`src/rtl/bus_transfer_decoder.sv`:
```
// bus_transfer_decoder: accepts a source/destination code pair over a
// valid/ready handshake and sequences the one-hot bus-drive enables and
// register-load strobes through drive -> load -> done. The code map matches the
// bus encoder: 0 = nothing, k in 1..23 = bit k-1, 24..31 are illegal.
module bus_transfer_decoder #(
  parameter int unsigned DRIVE_CYCLES = 1,  // bus settle cycles before the load, 1..15
  parameter int unsigned COUNT_W      = 16  // width of the successful-transfer counter
) (
  input  logic               clock,
  input  logic               clear,
  input  logic               req_valid,
  output logic               req_ready,
  input  logic [4:0]         req_src,
  input  logic [4:0]         req_dst,
  output logic [31:0]        bus_drive,
  output logic [31:0]        bus_load,
  output logic               xfer_done,
  output logic               xfer_err,
  output logic [COUNT_W-1:0] xfer_count
);

  typedef enum logic [2:0] {
    IDLE,
    DRIVE,
    LOAD,
    DONE,
    ERR
  } state_t;

  localparam logic [3:0] SETTLE_INIT = 4'(DRIVE_CYCLES);

  state_t      state, state_next;
  logic [4:0]  src_q, dst_q, src_next, dst_next;
  logic [3:0]  settle, settle_next;
  logic [31:0] drive_next, load_next;
  logic        done_next, err_next;
  logic        count_inc;
  logic        accept;
  logic        req_bad;

  // Encoder code to one-hot enable; illegal codes map to zero so that no
  // out-of-range enable can ever be produced.
  function automatic logic [31:0] onehot(input logic [4:0] code);
    logic [31:0] vec;
    vec = '0;
    if (code != 5'd0 && code < 5'd24) vec = 32'h1 << (code - 5'd1);
    return vec;
  endfunction

  assign req_ready = (state == IDLE) && !clear;
  assign accept    = req_valid && req_ready;

  // A request is rejected for an illegal code, a missing destination, or a
  // register copied onto itself.
  assign req_bad = (req_src >= 5'd24) || (req_dst >= 5'd24) || (req_dst == 5'd0) ||
                   ((req_src == req_dst) && (req_src != 5'd0));

  // Next-state and next-output decode; outputs are registered from these values
  // so each output lines up with the state it belongs to.
  always_comb begin
    // NOTE: every signal gets a default before the case so no path leaves one
    // unassigned, which would otherwise infer a latch.
    state_next  = state;
    src_next    = src_q;
    dst_next    = dst_q;
    settle_next = settle;
    drive_next  = '0;
    load_next   = '0;
    done_next   = 1'b0;
    err_next    = 1'b0;
    count_inc   = 1'b0;
    unique case (state)
      IDLE: begin
        if (accept) begin
          src_next = req_src;
          dst_next = req_dst;
          if (req_bad) begin
            state_next = ERR;
            done_next  = 1'b1;
            err_next   = 1'b1;
          end else begin
            state_next  = DRIVE;
            settle_next = SETTLE_INIT;
            drive_next  = onehot(req_src);
          end
        end
      end
      DRIVE: begin
        drive_next = onehot(src_q);
        if (settle == 4'd1) begin
          state_next = LOAD;
          load_next  = onehot(dst_q);
        end else begin
          settle_next = settle - 4'd1;
        end
      end
      LOAD: begin
        state_next = DONE;
        done_next  = 1'b1;
        count_inc  = 1'b1;
      end
      DONE:    state_next = IDLE;
      ERR:     state_next = IDLE;
      default: state_next = IDLE;
    endcase
  end

  // Control state, registered outputs and the transfer counter; clear aborts
  // any transfer in flight without a completion pulse.
  always_ff @(posedge clock) begin
    // NOTE: sequential state uses non-blocking assignments so every register
    // samples pre-edge values regardless of statement order.
    if (clear) begin
      state      <= IDLE;
      settle     <= '0;
      bus_drive  <= '0;
      bus_load   <= '0;
      xfer_done  <= 1'b0;
      xfer_err   <= 1'b0;
      xfer_count <= '0;
    end else begin
      state     <= state_next;
      settle    <= settle_next;
      bus_drive <= drive_next;
      bus_load  <= load_next;
      xfer_done <= done_next;
      xfer_err  <= err_next;
      if (count_inc) xfer_count <= xfer_count + COUNT_W'(1);
    end
  end

  // Captured request codes.
  always_ff @(posedge clock) begin
    // NOTE: these hold data only and are always written on acceptance before
    // being read, so they carry no reset.
    src_q <= src_next;
    dst_q <= dst_next;
  end

endmodule

```
`config.mk`:
```
export PLATFORM = sky130hd
export DESIGN_NAME = bus_transfer_decoder
export DESIGN_NICKNAME = d
export VERILOG_FILES = /design/src/rtl/bus_transfer_decoder.sv
export SDC_FILE = /design/constraint.sdc
export NUM_CORES = 1
export LEC_CHECK = 0
export BUFFER_PORTS_ARGS = -buffer_cell sky130_fd_sc_hd__buf_2
export CAP_MARGIN = 5
export CORE_MARGIN = 8
export CORE_UTILIZATION = 46
export DETAILED_ROUTE_END_ITERATION = 6
export PLACE_DENSITY_LB_ADDON = 0.08
export SLEW_MARGIN = 15
export SYNTH_ARGS = -nofsm -noshare
export SYNTH_HDL_FRONTEND = slang
export SYNTH_SLANG_ARGS = --single-unit
```
`constraint.sdc`:
```
create_clock -name clock -period 2.55 [get_ports clock]
set_clock_uncertainty 0.15 [all_clocks]
set_input_delay 0.51 -clock clock [delete_from_list [all_inputs] [get_ports clock]]
set_output_delay 0.51 -clock clock [all_outputs]
set_load 0.01 [all_outputs]
```
======== Word level (Yosys, flattened, before mapping) ========
Index checks and enable logic that the tools add are counted.
storage, ports and cells
  bits in registers ....................... 99
  input bits .............................. 13
  output and inout bits ................... 83
  word-level logic and storage cells ...... 72
cells by class
  add/subtract/negate cells ............... 5
  $lt $le $gt $ge ......................... 5
  eq/ne operators ......................... 8
  shifts and indexed selects .............. 3
  muxes and demuxes ....................... 17
  bitwise logic cells ..................... 4
  reduce and logical (&&, ||, !) cells .... 21
operators by type and width
  kind                     number
  $mux W32                 4
  $shl A1 B5 Y32 const A   3
  $pmux W32 S2             1
  $add A16 B1 Y16 const B  1
  $lt A5 B5 Y1 const B     3
  $reduce_bool A5 Y1       3
  $sub A5 B1 Y5 const B    3
  $mux W4                  3
  $ge A5 B5 Y1 const B     2
  $mux W3                  3
  $pmux W3 S3              1
  $ne A2 B2 Y1 const B     4
  $pmux W4 S2              1
  $logic_and A1 B1 Y1      6
  $eq A5 B5 Y1             1
  $logic_not A5 Y1         1
  $eq A4 B1 Y1 const B     1
  $not A1 Y1               4
  $reduce_and A2 Y1        2
  $reduce_and A4 Y1        1
  $reduce_or A4 Y1         1
  $sub A4 B1 Y4 const B    1
  $eq A3 B1 Y1 const B     1
  $eq A3 B2 Y1 const B     1
  other kinds (7)          11

======== Logic depth before layout (Yosys ltp) ========
  depth after elaboration ................. 7
  depth in mapped cells ................... 7
  mapped depth without buffers ............ 7

======== Worst setup path after synthesis ========
No wires, ideal clock.
  path type ............................... in2reg
  from .................................... input clear
  to ...................................... register bus_drive[20]
  arrival ................................. 2.404 ns
  required time ........................... 2.311 ns
  path slack .............................. -0.093 ns
  stages on the path ...................... 7
  path through ............................ clkbuf_1 -> or3_4 -> nor3b_4 -> o211ai_4 -> or3b_1 -> buf_6 -> o32ai_4
on the way
  cells in the longest elaborated chain, start to end .. 5
RTL lines
  element                 RTL line  source
  start: declaration      10        input logic clear,
  $logic_not A1 Y1        50        assign req_ready = (state == IDLE) && !clear;
  $logic_and A1 B1 Y1     50
  $logic_and A1 B1 Y1     51        assign accept = req_valid && req_ready;
  $mux W32                74        if (accept) begin
  $pmux W32 S2            72        unique case (state)
  end signal: assignment  124       bus_drive <= drive_next;
  end: declaration        15        output logic [31:0] bus_drive,
Several ways; a longest one is shown, not always the timed one.
A chain may end at the register's enable or synchronous reset.

======== Worst setup path in the final report ========
  from .................................... register state[2]
  to ...................................... output req_ready
on the way
  cells in the longest elaborated chain, start to end .. 2
RTL lines
  element                   RTL line  source
  start: declaration        32        state_t state, state_next;
  start signal: assignment  122       state <= state_next;
  $logic_not A3 Y1          50
  $logic_and A1 B1 Y1       50
  end: declaration          12        output logic req_ready,
No other way between the ends.

==> impl_metrics.json <==
{
  "gp_congestion": 0.879,
  "worst_pin_slew_ps": 543,
  "fin_ws_ps": 250,
  "h-tree-depth": 3,
  "start_kind": "flop",
  "die_y_um": 103,
  "cts.sinks": 99,
  "antenna_left": 0,
  "slew_headroom_pct": 63.5,
  "nFillCells": 637,
  "power_switching_share_pct": 27.3,
  "die_w_um": 103,
  "post-route-util_pct": 59.8,
  "fp.dieArea_sq_mm": 0.0106,
  "synthFlopType": "dfxtp_1",
  "area_growth_syn_to_layout_pct": 25.3,
  "yosysWarnings": 0,
  "firstDrtPassIters": 4,
  "status": "completed",
  "dp_hpwl_um": 6030,
  "final_cells": 544,
  "slew_violations": 0,
  "finalPower_w": 0.00290,
  "arrival_ps": 1640,
  "combPwrFrac_pct": 8.3,
  "rows": 31,
  "min_period_over_period_pct": 90.2,
  "numPortBuffers": 95,
  "clk_latency_ps": 360,
  "tns_ps": 0,
  "min-delay-path-class": "in2reg",
  "wirelength_um": 7960,
  "ys_ff_latch": 99,
  "ys_types": 48,
  "synthCells": 321,
  "drt-wirelength-per-cell_um": 14.6,
  "finalCriticalPeriod_ps": 2300,
  "core_area_sq_mm": 0.00725,
  "cp.required_ps": 1890,
  "grt_overflow": 0,
  "post-cts-setup-buffer-count": 0,
  "max_cap_viol_count": 0,
  "postCtsHoldBufs": 0,
  "layout.nets": 456,
  "clk_path_buf_depth": 2,
  "cts_tree": "yes",
  "cts-buffers-inserted": 9,
  "leakagePower_nw": 1.87,
  "layout-drive-gt1-share_pct": 29.2,
  "max_freq_ghz": 0.435,
  "start_util_pct": 47.7,
  "cts.repair.resized": 0,
  "critPathKind": "reg2out",
  "syn_area_sq_mm": 0.00346,
  "routed_via_density": 5.02,
  "async_reset_ff_share_pct": 0,
  "worstSetupEndpointType": "output pin",
  "avgSynthCellArea_sq_um": 10.8,
  "ios": 96,
  "grt_usage_pct": 15.1,
  "final_common_cell": "buf_2",
  "clkTransAtPathRegs_ps": 100,
  "ir_drop_mv": 0.362,
  "vias": 2731,
  "drc_errors": 0,
  "hold_viol": 0,
  "rsz0062_at_grt": "false",
  "place_ws_ps": 214,
  "p_sw_w": 0.000791,
  "grt_max_degree": 26,
  "dp_cells": 528,
  "grt_antenna_before_repair": 0,
  "grt_pass1_wl_um": 12600,
  "synth_edf_count": 10,
  "ys_seq_area_share_pct": 60.2,
  "intPower_w": 0.00211,
  "setup_viol": 0,
  "cts-root-buf": "clkbuf_8",
  "cp_max_fo": 10,
  "drt_iter0_markers": 133,
  "grt_pass1_vias": 2663,
  "mostFrequentLayoutCells": "buf_2, dfxtp_1, nor2_1, conb_1, nand2_1",
  "power_density_mw_per_mm2": 669,
  "clock_power_share_pct": 35.0,
  "antenna_cells": 0,
  "pwr-share-seq_pct": 56.7
}
-- power by group through the flow --
stage / Sequential, W / Combinational [W] / Clock [W]
final: 0.00164 / 0.000241 / 0.00102
after detailed placement: 0.00168 / 0.000241 / 0
after global placement: 0.00168 / 0.000237 / 0
after floorplan: 0.00168 / 0.000145 / 0
after global routing: 0.00165 / 0.000265 / 0.00111
after CTS: 0.00164 / 0.000241 / 0.00104
-- registers in the layout, summed over array words and instances, names as in the netlist --
register,count
src_q,5
xfer_count,16
dst_q,5
settle,4
xfer_done,1
state,3
bus_load,32
xfer_err,1
bus_drive,32
-- worst paths after layout --
check | startpoint | slack [ps] | cells past startpoint | end
worst max register to register | state[0] | 340 | 3 | bus_drive[0]
worst min register to register | xfer_count[15] | 380 | 2 | xfer_count[15]
worst max-delay path | state[2] | 250 | 4 | req_ready
worst min-delay path | req_dst[1] | 240 | 1 | dst_q[1]
-- synth_stat cells, types with 3 or more instances --
library cell  number  share of area, %
dfxtp_1           89                51
nor2_1            45               4.9
nand2_1           15               1.6
nor3_1            13               1.9
xor2_1            12               3.0
clkbuf_1          10               1.1
edfxtp_1          10               8.7
nand3_1            9               1.3
nand4_1            9               1.6
a21oi_1            8               1.2
nand2b_1           8               1.4
o21ai_0            8               1.2
o22ai_1            8               1.4
o32ai_1            8               2.0
or4_1              7               1.5
xnor2_1            7               1.8
and3_1             4              0.72
a211oi_1           3              0.65
buf_6              3              0.98
ha_1               3               1.1
inv_1              3              0.33
nor2b_1            3              0.54
nor3b_1            3              0.65
o31ai_1            3              0.65
-- through the flow --
stage	area (sq um)	hold WS, ps
after global placement	4130	361
after global routing	4340	227
final	4340	242
after detailed placement	4130	360
after CTS	4340	228
after floorplan	3530	354
-- cells by family (layout without fill, tap and decap cells) --
family	count (synthesis)	after routing	share of synthesized area, %
other cells	1	18	0.108
simple gates	135	135	21.2
compound gates	44	44	9.44
xor+xnor	19	19	4.81
buf+inv	18	125	2.60
mux	2	2	0.615
fa+ha+maj	3	3	1.08
flops	99	99	60.2
-- cell type report --
type	count	area [sq um]	share of cell area, %
clock inverters	7	86.3	1.99
flip-flops and latches	99	2080	48.0
repair buffers	106	558	12.9
clock buffers	9	124	2.86
inverters	3	11.3	0.260
well taps	99	124	2.86
multi-input cells	221	1350	31.2
-- metal layers --
metal / vias to the layer above / wire length, um / track usage, %
li1: 1361 / - / -
met1: 1253 / 3470 / 18.2
met2: 109 / 3670 / 25.3
met3: 8 / 709 / 3.78
met4: 0 / 106 / 6.01
met5: - / 0 / 0
-- critical path: stages (launching register included) --
cell     delay (ps)
dfxtp_1         410
or3_4           440
buf_4           190
nor2_1          110
buf_2           140
Note: power is estimated with default switching activity, not from simulation.
